### config.mk
export PLATFORM = sky130hd
export DESIGN_NAME = tl_rx_fc_update_controller
export DESIGN_NICKNAME = d
export VERILOG_FILES = /design/src/rtl/tl_fc_pkg.sv /design/src/rtl/tl_rx_fc_credit_bank.sv /design/src/rtl/tl_rx_fc_update_controller.sv
export SDC_FILE = /design/constraint.sdc
export NUM_CORES = 1
export LEC_CHECK = 0
export ABC_CLOCK_PERIOD_IN_PS = 2700
export CAP_MARGIN = 30
export CORE_MARGIN = 5
export CORE_UTILIZATION = 52
export DETAILED_ROUTE_END_ITERATION = 12
export PLACE_DENSITY = 0.77
export SETUP_SLACK_MARGIN = 0.15
export SLEW_MARGIN = 20
export SYNTH_ARGS = -nofsm -noshare
export SYNTH_HDL_FRONTEND = slang
export SYNTH_HIERARCHICAL = 1
export SYNTH_SLANG_ARGS = --single-unit
export TNS_END_PERCENT = 1
### constraint.sdc
create_clock -name clk -period 2.7 [get_ports clk]
set_clock_uncertainty 0.2 [all_clocks]
set_input_delay 0.405 -clock clk [delete_from_list [all_inputs] [get_ports clk]]
set_output_delay 0.405 -clock clk [all_outputs]
set_load 0.03 [all_outputs]
### src/rtl/tl_fc_pkg.sv
// Shared definitions for the TL RX flow-control update path: type codes, FSM
// encoding, scale codes and the default INIT timeout.
package tl_fc_pkg;

    localparam int NUM_FC_TYPES         = 3;
    localparam int DEFAULT_INIT_TIMEOUT = 4096;

    typedef enum logic [1:0] {
        FC_P    = 2'b00,
        FC_NP   = 2'b01,
        FC_CPL  = 2'b10,
        FC_RSVD = 2'b11
    } fc_type_e;

    typedef enum logic [1:0] {
        ST_DISABLED = 2'b00,
        ST_INIT     = 2'b01,
        ST_ACTIVE   = 2'b10
    } fc_state_e;

    typedef enum logic [1:0] {
        SCALE_NONE = 2'b00,
        SCALE_1X   = 2'b01,
        SCALE_4X   = 2'b10,
        SCALE_16X  = 2'b11
    } fc_scale_e;

endpackage

### src/rtl/tl_rx_fc_credit_bank.sv
// Three-entry (P/NP/CPL) register file holding InitFC credits/scales and the
// current credit limits, with a checker-side and a rd_type-side read mux.
module tl_rx_fc_credit_bank
    import tl_fc_pkg::*;
#(
    parameter int HDR_W  = 12,
    parameter int DATA_W = 16
) (
    input  logic              clk,
    input  logic              rst_n,
    input  logic              clr,
    input  logic              wr_init,
    input  logic              wr_limit,
    input  logic [1:0]        wr_type,
    input  logic [HDR_W-1:0]  wr_hdr,
    input  logic [DATA_W-1:0] wr_data,
    input  logic [1:0]        wr_hdr_scale,
    input  logic [1:0]        wr_data_scale,
    input  logic [1:0]        chk_type,
    output logic [HDR_W-1:0]  chk_hdr,
    output logic [DATA_W-1:0] chk_data,
    output logic [1:0]        chk_hdr_scale,
    output logic [1:0]        chk_data_scale,
    input  logic [1:0]        rd_type,
    output logic [HDR_W-1:0]  rd_hdr,
    output logic [DATA_W-1:0] rd_data
);

    logic [HDR_W-1:0]  init_hdr_vec   [NUM_FC_TYPES];
    logic [DATA_W-1:0] init_data_vec  [NUM_FC_TYPES];
    logic [1:0]        init_hscl_vec  [NUM_FC_TYPES];
    logic [1:0]        init_dscl_vec  [NUM_FC_TYPES];
    logic [HDR_W-1:0]  lim_hdr_vec    [NUM_FC_TYPES];
    logic [DATA_W-1:0] lim_data_vec   [NUM_FC_TYPES];

    genvar gi;
    generate
        for (gi = 0; gi < NUM_FC_TYPES; gi++) begin : g_entry
            localparam logic [1:0] ENTRY = 2'(gi);
            logic [HDR_W-1:0]  init_hdr_reg;
            logic [DATA_W-1:0] init_data_reg;
            logic [1:0]        init_hscl_reg;
            logic [1:0]        init_dscl_reg;
            logic [HDR_W-1:0]  lim_hdr_reg;
            logic [DATA_W-1:0] lim_data_reg;
            logic              sel;

            assign sel = (wr_type == ENTRY);

            always_ff @(posedge clk or negedge rst_n) begin
                if (!rst_n) begin
                    init_hdr_reg  <= '0;
                    init_data_reg <= '0;
                    init_hscl_reg <= '0;
                    init_dscl_reg <= '0;
                    lim_hdr_reg   <= '0;
                    lim_data_reg  <= '0;
                end else if (clr) begin
                    init_hdr_reg  <= '0;
                    init_data_reg <= '0;
                    init_hscl_reg <= '0;
                    init_dscl_reg <= '0;
                    lim_hdr_reg   <= '0;
                    lim_data_reg  <= '0;
                end else if (wr_init && sel) begin
                    init_hdr_reg  <= wr_hdr;
                    init_data_reg <= wr_data;
                    init_hscl_reg <= wr_hdr_scale;
                    init_dscl_reg <= wr_data_scale;
                    lim_hdr_reg   <= wr_hdr;
                    lim_data_reg  <= wr_data;
                end else if (wr_limit && sel) begin
                    lim_hdr_reg   <= wr_hdr;
                    lim_data_reg  <= wr_data;
                end
            end

            assign init_hdr_vec[gi]  = init_hdr_reg;
            assign init_data_vec[gi] = init_data_reg;
            assign init_hscl_vec[gi] = init_hscl_reg;
            assign init_dscl_vec[gi] = init_dscl_reg;
            assign lim_hdr_vec[gi]   = lim_hdr_reg;
            assign lim_data_vec[gi]  = lim_data_reg;
        end
    endgenerate

    // The reserved type code reads back as zero on both muxes.
    always_comb begin
        chk_hdr        = '0;
        chk_data       = '0;
        chk_hdr_scale  = '0;
        chk_data_scale = '0;
        rd_hdr         = '0;
        rd_data        = '0;
        if (chk_type != FC_RSVD) begin
            chk_hdr        = init_hdr_vec[chk_type];
            chk_data       = init_data_vec[chk_type];
            chk_hdr_scale  = init_hscl_vec[chk_type];
            chk_data_scale = init_dscl_vec[chk_type];
        end
        if (rd_type != FC_RSVD) begin
            rd_hdr  = lim_hdr_vec[rd_type];
            rd_data = lim_data_vec[rd_type];
        end
    end

endmodule

### src/rtl/tl_rx_fc_update_controller.sv
// Receive-side FC DLLP sequencer: captures InitFC values, tracks FC init state
// with a restart timeout, and commits or rejects UpdateFCs per checker verdict.
module tl_rx_fc_update_controller
    import tl_fc_pkg::*;
#(
    parameter int FC_DATA_CREDS_WIDTH  = 16,
    parameter int FC_HDR_CREDS_WIDTH   = 12,
    parameter int DLL_DATA_CREDS_WIDTH = 16,
    parameter int DLL_HDR_CREDS_WIDTH  = 12,
    parameter int INIT_TIMEOUT         = DEFAULT_INIT_TIMEOUT
) (
    input  logic                           clk,
    input  logic                           rst_n,
    input  logic                           dll_link_up,
    input  logic                           dll_valid,
    input  logic                           dll_init,
    input  logic [1:0]                     dll_fc_type,
    input  logic [DLL_HDR_CREDS_WIDTH-1:0] dll_hdr_creds,
    input  logic [DLL_DATA_CREDS_WIDTH-1:0] dll_data_creds,
    input  logic [1:0]                     dll_hdr_scale,
    input  logic [1:0]                     dll_data_scale,
    input  logic                           flow_control_error,
    output logic [FC_HDR_CREDS_WIDTH-1:0]  hdr_creds_reg,
    output logic [FC_DATA_CREDS_WIDTH-1:0] data_creds_reg,
    output logic [1:0]                     hdr_scale_reg,
    output logic [1:0]                     data_scale_reg,
    output logic                           flow_control_en,
    output logic                           fc_init_done,
    input  logic [1:0]                     rd_type,
    output logic [FC_HDR_CREDS_WIDTH-1:0]  rd_hdr_limit,
    output logic [FC_DATA_CREDS_WIDTH-1:0] rd_data_limit,
    output logic                           update_valid,
    output logic                           fc_protocol_error,
    output logic                           init_timeout
);

    localparam int CNT_W = $clog2(INIT_TIMEOUT + 1);
    localparam logic [CNT_W-1:0] CNT_LAST = CNT_W'(INIT_TIMEOUT - 1);

    fc_state_e        state_reg;
    logic [2:0]       flags_reg;
    logic [2:0]       flags_next;
    logic [CNT_W-1:0] cnt_reg;
    logic [2:0]       type_oh;
    logic             type_ok;
    logic             init_hit;
    logic             init_complete;
    logic             timeout_now;
    logic             wr_init;
    logic             wr_limit;
    logic             bank_clr;

    assign type_ok       = (dll_fc_type != FC_RSVD);
    assign type_oh       = 3'b001 << dll_fc_type;
    assign init_hit      = (state_reg == ST_INIT) && dll_link_up && dll_valid && dll_init
                           && type_ok && |(type_oh & ~flags_reg);
    assign flags_next    = init_hit ? (flags_reg | type_oh) : flags_reg;
    assign init_complete = &flags_next;
    assign timeout_now   = (cnt_reg == CNT_LAST);

    assign flow_control_en = (state_reg == ST_ACTIVE) && dll_valid && !dll_init && type_ok;

    // A capture in the expiring cycle survives only if it completes init.
    assign wr_init  = init_hit && (init_complete || !timeout_now);
    assign wr_limit = flow_control_en && dll_link_up && !flow_control_error;
    assign bank_clr = !dll_link_up || (state_reg == ST_DISABLED);

    always_ff @(posedge clk or negedge rst_n) begin
        if (!rst_n) begin
            state_reg         <= ST_DISABLED;
            flags_reg         <= '0;
            cnt_reg           <= '0;
            fc_init_done      <= 1'b0;
            update_valid      <= 1'b0;
            fc_protocol_error <= 1'b0;
            init_timeout      <= 1'b0;
        end else begin
            update_valid      <= 1'b0;
            fc_protocol_error <= 1'b0;
            init_timeout      <= 1'b0;
            if (!dll_link_up) begin
                state_reg    <= ST_DISABLED;
                flags_reg    <= '0;
                cnt_reg      <= '0;
                fc_init_done <= 1'b0;
            end else begin
                case (state_reg)
                    ST_DISABLED: begin
                        state_reg <= ST_INIT;
                        flags_reg <= '0;
                        cnt_reg   <= '0;
                    end
                    ST_INIT: begin
                        if (init_complete) begin
                            state_reg    <= ST_ACTIVE;
                            flags_reg    <= flags_next;
                            cnt_reg      <= '0;
                            fc_init_done <= 1'b1;
                        end else if (timeout_now) begin
                            init_timeout <= 1'b1;
                            flags_reg    <= '0;
                            cnt_reg      <= '0;
                        end else begin
                            flags_reg <= flags_next;
                            cnt_reg   <= cnt_reg + CNT_W'(1);
                        end
                    end
                    ST_ACTIVE: begin
                        if (flow_control_en) begin
                            if (flow_control_error) fc_protocol_error <= 1'b1;
                            else                    update_valid      <= 1'b1;
                        end
                    end
                    default: state_reg <= ST_DISABLED;
                endcase
            end
        end
    end

    tl_rx_fc_credit_bank #(
        .HDR_W  (FC_HDR_CREDS_WIDTH),
        .DATA_W (FC_DATA_CREDS_WIDTH)
    ) u_bank (
        .clk            (clk),
        .rst_n          (rst_n),
        .clr            (bank_clr),
        .wr_init        (wr_init),
        .wr_limit       (wr_limit),
        .wr_type        (dll_fc_type),
        .wr_hdr         (FC_HDR_CREDS_WIDTH'(dll_hdr_creds)),
        .wr_data        (FC_DATA_CREDS_WIDTH'(dll_data_creds)),
        .wr_hdr_scale   (dll_hdr_scale),
        .wr_data_scale  (dll_data_scale),
        .chk_type       (dll_fc_type),
        .chk_hdr        (hdr_creds_reg),
        .chk_data       (data_creds_reg),
        .chk_hdr_scale  (hdr_scale_reg),
        .chk_data_scale (data_scale_reg),
        .rd_type        (rd_type),
        .rd_hdr         (rd_hdr_limit),
        .rd_data        (rd_data_limit)
    );

endmodule

==> results.json, run 1 <==
{
  "final_nets": 1224,
  "ys_warn_count": 6,
  "max_slew_margin_pct": 52.6,
  "synth_compound_area_share_pct": 10.6,
  "grt_max_degree": 70,
  "max_cap_viol_count": 0,
  "cts.clk_slew.worst_paths_ns": 0.06,
  "cts_buffer_depth": 3,
  "hold_slack_ns": 0.229,
  "globalplace.congestion": 0.884,
  "htreeDepth": 1,
  "cts.sinks": 202,
  "synth_xor_area_share_pct": 0.259,
  "drv_slew": 0,
  "p_leak_nw": 5.75,
  "hold_start": "dll_fc_type[0]",
  "ys_top_cells_by_area": "dfrtp_1, mux2i_1, nand2_1",
  "hold_violations": 0,
  "hold_path.class": "primary input to register",
  "grt_pass1_vias": 8153,
  "postSynthAreaPerCell_um2": 9.51,
  "crit_arrival_ns": 2.71,
  "synth_flop_cell": "dfrtp_1",
  "rsz0062_at_grt": "yes",
  "yosysMostFrequentCell": "nand2_1",
  "synth_top_family_by_area": "simple AND/OR/NAND/NOR gates",
  "min_path_cells": 4,
  "die_y_um": 150,
  "powerDensity_nw_per_um2": 514,
  "yosysSeqAreaShare_pct": 49.8,
  "synthArstFlopShare_pct": 100,
  "cts_tree": "built",
  "cts_made_buffers": 22,
  "vias": 7993,
  "synth_edf_count": 0,
  "num_antenna_cells": 0,
  "netlist_instances": 1066,
  "drive_above_1_share_pct": 15.7,
  "synthAdderAreaFrac_pct": 0.123,
  "initial_core_util_pct": 52.4,
  "worstMarginPinSlew_ns": 0.703,
  "synth_mux_area_share_pct": 14.4,
  "track_usage_pct": 23.4,
  "routedWlPerCell_um": 17.9,
  "coreArea_um2": 19300,
  "fmax_ghz": 0.402,
  "final-setup-viol-count": 0,
  "cp.required_ns": 2.92,
  "antenna_found_initial": 0,
  "drtIter0Drc": 566,
  "die_w_um": 150,
  "synth_top_cell_by_area": "dfrtp_1",
  "fin_util_pct": 65.2,
  "crit_fanout": 15,
  "dp.cells": 1420,
  "run_status": "finished clean",
  "rr_startpoint": "flags_reg[0]$_DFFE_PN0P_",
  "hpwl_um": 17000,
  "synth.top_cell.area_share_pct": 49.8,
  "final_cells": 1456,
  "dr.pass1.iters": 6,
  "drc": 0,
  "fin_crit_ns": 2.49,
  "vdd_drop_max_v": 0.000410,
  "via_per_inst": 5.49,
  "cts_setup_buffers": 0,
  "rows": 51,
  "finalCritPeriodShare_pct": 92.1,
  "r2r-end": "u_bank/g_entry[0].init_hdr_reg[8]$_DFFE_PN0P_",
  "syn_nets": 1109,
  "rr_worst_depth": 10,
  "antenna_left": 0,
  "yosys-top-cells-count": "nand2_1, dfrtp_1, mux2i_1",
  "ys_ff_latch": 202,
  "routed_wl_um": 26000,
  "grt_pass1_wl_um": 42600,
  "gr-total-overflow": 0,
  "clock_latency_ns": 0.50,
  "synth-simple-area-share_pct": 20.8,
  "io_buffer_count": 106,
  "start_kind": "register",
  "critPathKind": "register to register",
  "finalPower_mw": 6.48,
  "ys_types": 58,
  "area_delta_synth_final_pct": 24.4,
  "hold-path-endpoint": "flags_reg[1]$_DFFE_PN0P_",
  "clock-root-buffer": "clkbuf_16",
  "dieArea_um2": 22400,
  "io_pins": 107,
  "cp-end-kind": "register",
  "reg2reg_slack_ns": 0.21,
  "syn-cell-area_um2": 10100
}
-- through the flow --
stage	setup slack, ns	cell area [um^2]	setup TNS, ns
6_report	0.214	12600	0
5_1_grt	0.104	12600	0
4_1_cts	0.112	12600	0
3_5_place_dp	-0.202	11800	-16.32
3_3_place_gp	-0.152	11800	-9.18
2_1_floorplan	0.137	10200	0
-- cell type report --
type | instances | area, um^2
clock buffer | 30 | 631
clock inverter | 4 | 83.8
fill | 1533 | 6720
inverter | 5 | 18.8
multi-input combinational | 782 | 4750
sequential | 202 | 5050
tap | 265 | 332
timing repair buffer | 168 | 1740
-- worst max-delay path: stages (launching register included) --
cell and delay (ns):
dfrtp_1 0.38, nor2b_1 0.14, a211oi_2 0.19, a21oi_1 0.07
or3_4 0.35, a31oi_4 0.17, buf_4 0.18, nor3b_4 0.30
buf_12 0.20, nand2_1 0.08, a21oi_1 0.16
-- how the worst max path moves through the flow --
stage / endpoint / startpoint / cells after the start / slack, ns
after global placement: u_bank/g_entry[1].lim_hdr_reg[5]$_DFFE_PN0P_ / dll_link_up / 8 / -0.15
after floorplan: u_bank/g_entry[2].lim_data_reg[10]$_DFFE_PN0P_ / state_reg[1]$_DFFE_PN0P_ / 8 / 0.14
after CTS: u_bank/g_entry[1].lim_hdr_reg[7]$_DFFE_PN0P_ / flags_reg[0]$_DFFE_PN0P_ / 9 / 0.11
final: u_bank/g_entry[0].init_hdr_reg[8]$_DFFE_PN0P_ / flags_reg[0]$_DFFE_PN0P_ / 10 / 0.21
after global routing: u_bank/g_entry[2].init_data_reg[1]$_DFFE_PN0P_ / flags_reg[0]$_DFFE_PN0P_ / 10 / 0.10
after detailed placement: u_bank/g_entry[2].lim_data_reg[6]$_DFFE_PN0P_ / dll_link_up / 8 / -0.20
-- layer usage --
| layer | global-route usage (%) | share of wire [%] | vias to the layer above | wire (um) |
|---|---|---|---|---|
| met5 | 0 | 0 | - | 0 |
| li1 | - | - | 3795 | - |
| met3 | 3.63 | 6.4 | 40 | 1650 |
| met1 | 32.5 | 44 | 3893 | 11500 |
| met4 | 6.36 | 2.2 | 0 | 569 |
| met2 | 38.7 | 47 | 265 | 12300 |
-- cells in the final DEF, fill, tap and decap left out, drive strengths merged, types with 2 or more instances in the layout --
cell	Yosys	layout
clkbuf	44	33
nor3	8	8
a211oi	3	3
or3b	3	3
o21a	2	2
nand4b	2	2
a31oi	2	2
and3b	2	2
and2	2	2
or3	5	5
a21oi	102	102
xnor2	3	3
nand3	9	9
nand2b	113	113
a22o	3	3
bufinv	0	2
mux2i	146	146
o21ai	69	69
inv	5	5
buf	32	123
nand3b	4	4
nor2b	5	5
nand4	2	2
a21o	4	4
nor3b	4	4
nor2	9	9
nand2	269	269
clkdlybuf4s50	0	41
dfrtp	202	202
-- cell families (layout without fill, tap and decap cells) --
family | count (synthesis) | after routing
mux | 146 | 146
simple gates | 440 | 440
flops | 202 | 202
fa+ha+maj | 1 | 1
buf+inv | 82 | 207
xor+xnor | 3 | 3
compound gates | 192 | 192
-- where the power goes --
part | internal [mW] | switching [mW] | leakage (nW)
clock | 1.81 | 1.18 | 0.346
sequential | 3.04 | 0.00567 | 2.82
combinational | 0.180 | 0.274 | 2.58
total | 5.03 | 1.46 | 5.75
-- repair_timing --
| item | in CTS | in global routing |
|---|---|---|
| cloned | 0 | 1 |
| gates resized for setup | 4 | 7 |
| hold endpoints to repair | 57 | 0 |
| hold buffers | 1 | 0 |
| setup endpoints to repair | 49 | 164 |
(Power assumes the default switching activity.)
==> run 2: changes to the inputs <==
--- a/config.mk
+++ b/config.mk
@@ -10,7 +10,7 @@
 export CORE_MARGIN = 5
 export CORE_UTILIZATION = 52
 export DETAILED_ROUTE_END_ITERATION = 12
-export PLACE_DENSITY = 0.77
+export PLACE_DENSITY = 0.84
 export SETUP_SLACK_MARGIN = 0.15
 export SLEW_MARGIN = 20
 export SYNTH_ARGS = -nofsm -noshare
==> run 2 against run 1 <==
Net effect: worst hold slack improved by 0.049 ns; final cell count is 0.34% higher; final area fell by 0.57%; register-to-register slack worse by 0.09 ns; sequential power is essentially flat; non-clock buffer count is 1 lower; first-iteration DRC count is 49% higher; global-route usage grew 0.53 points; largest power group unchanged; clock-buffer cell count fell by 1; critical endpoint is now u_bank/g_entry[0].init_data_reg[14]$_DFFE_PN0P_; setup slack got worse by 0.091 ns; critical path depth stayed put.
==> results.json, run 2 (synthesis gave the netlist of run 1 again) <==
{
  "run_status": "finished clean",
  "track_usage_pct": 24.0,
  "cp-end-kind": "register",
  "crit_fanout": 20,
  "dr.pass1.iters": 7,
  "antenna_left": 0,
  "crit_arrival_ns": 2.74,
  "cts.sinks": 202,
  "cts_tree": "built",
  "cts_made_buffers": 23,
  "antenna_found_initial": 0,
  "drv_slew": 0,
  "drive_above_1_share_pct": 15.7,
  "setup_tns_ns": 0,
  "fmax_ghz": 0.388,
  "via_per_inst": 5.66,
  "vdd_drop_max_v": 0.000348,
  "io_buffer_count": 106,
  "initial_core_util_pct": 52.4,
  "grt_pass1_vias": 8232,
  "vias": 8271,
  "rsz0062_at_grt": "yes",
  "final_nets": 1224,
  "coreArea_um2": 19300,
  "drtIter0Drc": 844,
  "final_cells": 1461,
  "dp.cells": 1417,
  "final_common_cell": "nand2_1",
  "critPathKind": "register to register",
  "powerDensity_nw_per_um2": 521,
  "reg2reg_slack_ns": 0.12,
  "cts_buffer_depth": 3,
  "drc": 0,
  "io_pins": 107,
  "rows": 51,
  "max_cap_viol_count": 0,
  "grt_max_degree": 102,
  "nFillCells": 1476,
  "gr-total-overflow": 0,
  "dieArea_um2": 22400,
  "hpwl_um": 17000,
  "p_leak_nw": 5.76,
  "worstMarginPinSlew_ns": 0.657,
  "routedWlPerCell_um": 18.3,
  "fin_util_pct": 64.9,
  "hold_path.class": "register to register",
  "start_kind": "register",
  "finalCritPeriodShare_pct": 95.4,
  "cp.required_ns": 2.87,
  "fin_crit_ns": 2.58,
  "met2_length_um": 13200,
  "clock-root-buffer": "clkbuf_16",
  "hold_violations": 0,
  "max_slew_margin_pct": 56.2,
  "clock_latency_ns": 0.49,
  "met3_length_um": 1620,
  "cts.clk_slew.worst_paths_ns": 0.06,
  "htreeDepth": 1,
  "final-setup-viol-count": 0,
  "routed_wl_um": 26800,
  "num_antenna_cells": 0,
  "area_delta_synth_final_pct": 23.7,
  "final_cell_mix": "nand2_1, dfrtp_1, mux2i_1",
  "die_y_um": 150,
  "drt-met1-wl_um": 11300,
  "globalplace.congestion": 0.843,
  "routed.top_layer": "met4",
  "grt_pass1_wl_um": 43500,
  "die_w_um": 150
}
## run 2: changes by cell type in the layout (fill, tap and decap cells not counted), moves of 2 or more
cell,previous run,this run
buf_12,28,22
buf_4,90,96
clkbuf_8,6,3
clkinv_2,0,4
clkinvlp_4,1,3
mux2i_1,142,144
mux2i_2,4,2
## run 2: where the power goes
| group | switching, mW | internal, mW | total [mW] |
|---|---|---|---|
| logic | 0.273 | 0.171 | 0.444 |
| registers | 0.00551 | 3.03 | 3.04 |
| clock network | 1.22 | 1.82 | 3.04 |
| total | 1.50 | 5.03 | 6.53 |
## run 2: metal layers
| layer | global-route usage, % | up-vias |
|---|---|---|
| met5 | 0 | - |
| met4 | 6.72 | 0 |
| met3 | 2.60 | 46 |
| met2 | 40.1 | 320 |
| met1 | 33.4 | 4100 |
| li1 | - | 3805 |
## run 2: through the flow
stage / area (um^2) / total power, mW / setup slack (ns) / hold slack, ns
5_1_grt: 12500 / 6.74 / 0.0639 / 0.312
3_5_place_dp: 11700 / 3.53 / -0.257 / 0.269
2_1_floorplan: 10200 / 3.29 / 0.137 / -0.0906
4_1_cts: 12500 / 6.58 / 0.0962 / 0.281
3_3_place_gp: 11700 / 3.53 / -0.205 / 0.262
6_report: 12500 / 6.53 / 0.123 / 0.278
## run 2: worst max-delay path, stage by stage, from the launching register on
cell      delay, ns
dfrtp_1        0.37
nor2b_1        0.13
a211oi_1       0.21
a21oi_1        0.08
or3_4          0.35
a31oi_4        0.22
buf_6          0.15
or3b_4         0.41
buf_12         0.17
nand2_1        0.08
a21oi_1        0.08
## run 2: cell type report
cell class	instances	area (um^2)	area share, %
Sequential cell	202	5050	40.3
Inverter	5	18.8	0.150
Clock inverter	11	123	0.978
Clock buffer	29	618	4.93
Tap cell	265	332	2.64
Multi-Input combinational cell	782	4740	37.8
Timing Repair Buffer	167	1660	13.2
## run 2: worst paths after layout
| path | from | endpoint | cells after the start |
|---|---|---|---|
| worst max-delay path | flags_reg[0]$_DFFE_PN0P_ | u_bank/g_entry[0].init_data_reg[14]$_DFFE_PN0P_ | 10 |
| max in group asynchronous | rst_n | u_bank/g_entry[1].init_hdr_reg[10]$_DFFE_PN0P_ | 3 |
| worst min register to register | fc_init_done$_DFFE_PN0P_ | fc_init_done$_DFFE_PN0P_ | 1 |
| worst max register to register | flags_reg[0]$_DFFE_PN0P_ | u_bank/g_entry[0].init_data_reg[14]$_DFFE_PN0P_ | 10 |
| min in group asynchronous | rst_n | update_valid$_DFF_PN0_ | 2 |
| worst min-delay path | fc_init_done$_DFFE_PN0P_ | fc_init_done$_DFFE_PN0P_ | 1 |
## run 2: timing repair
action / in CTS / in global routing
resized for setup: 4 / 4
gates cloned: 0 / 1
hold buffers: 1 / 0
endpoints found under the setup margin: 60 / 107
setup buffers: 0 / 2
endpoints found under the hold margin: 74 / 0
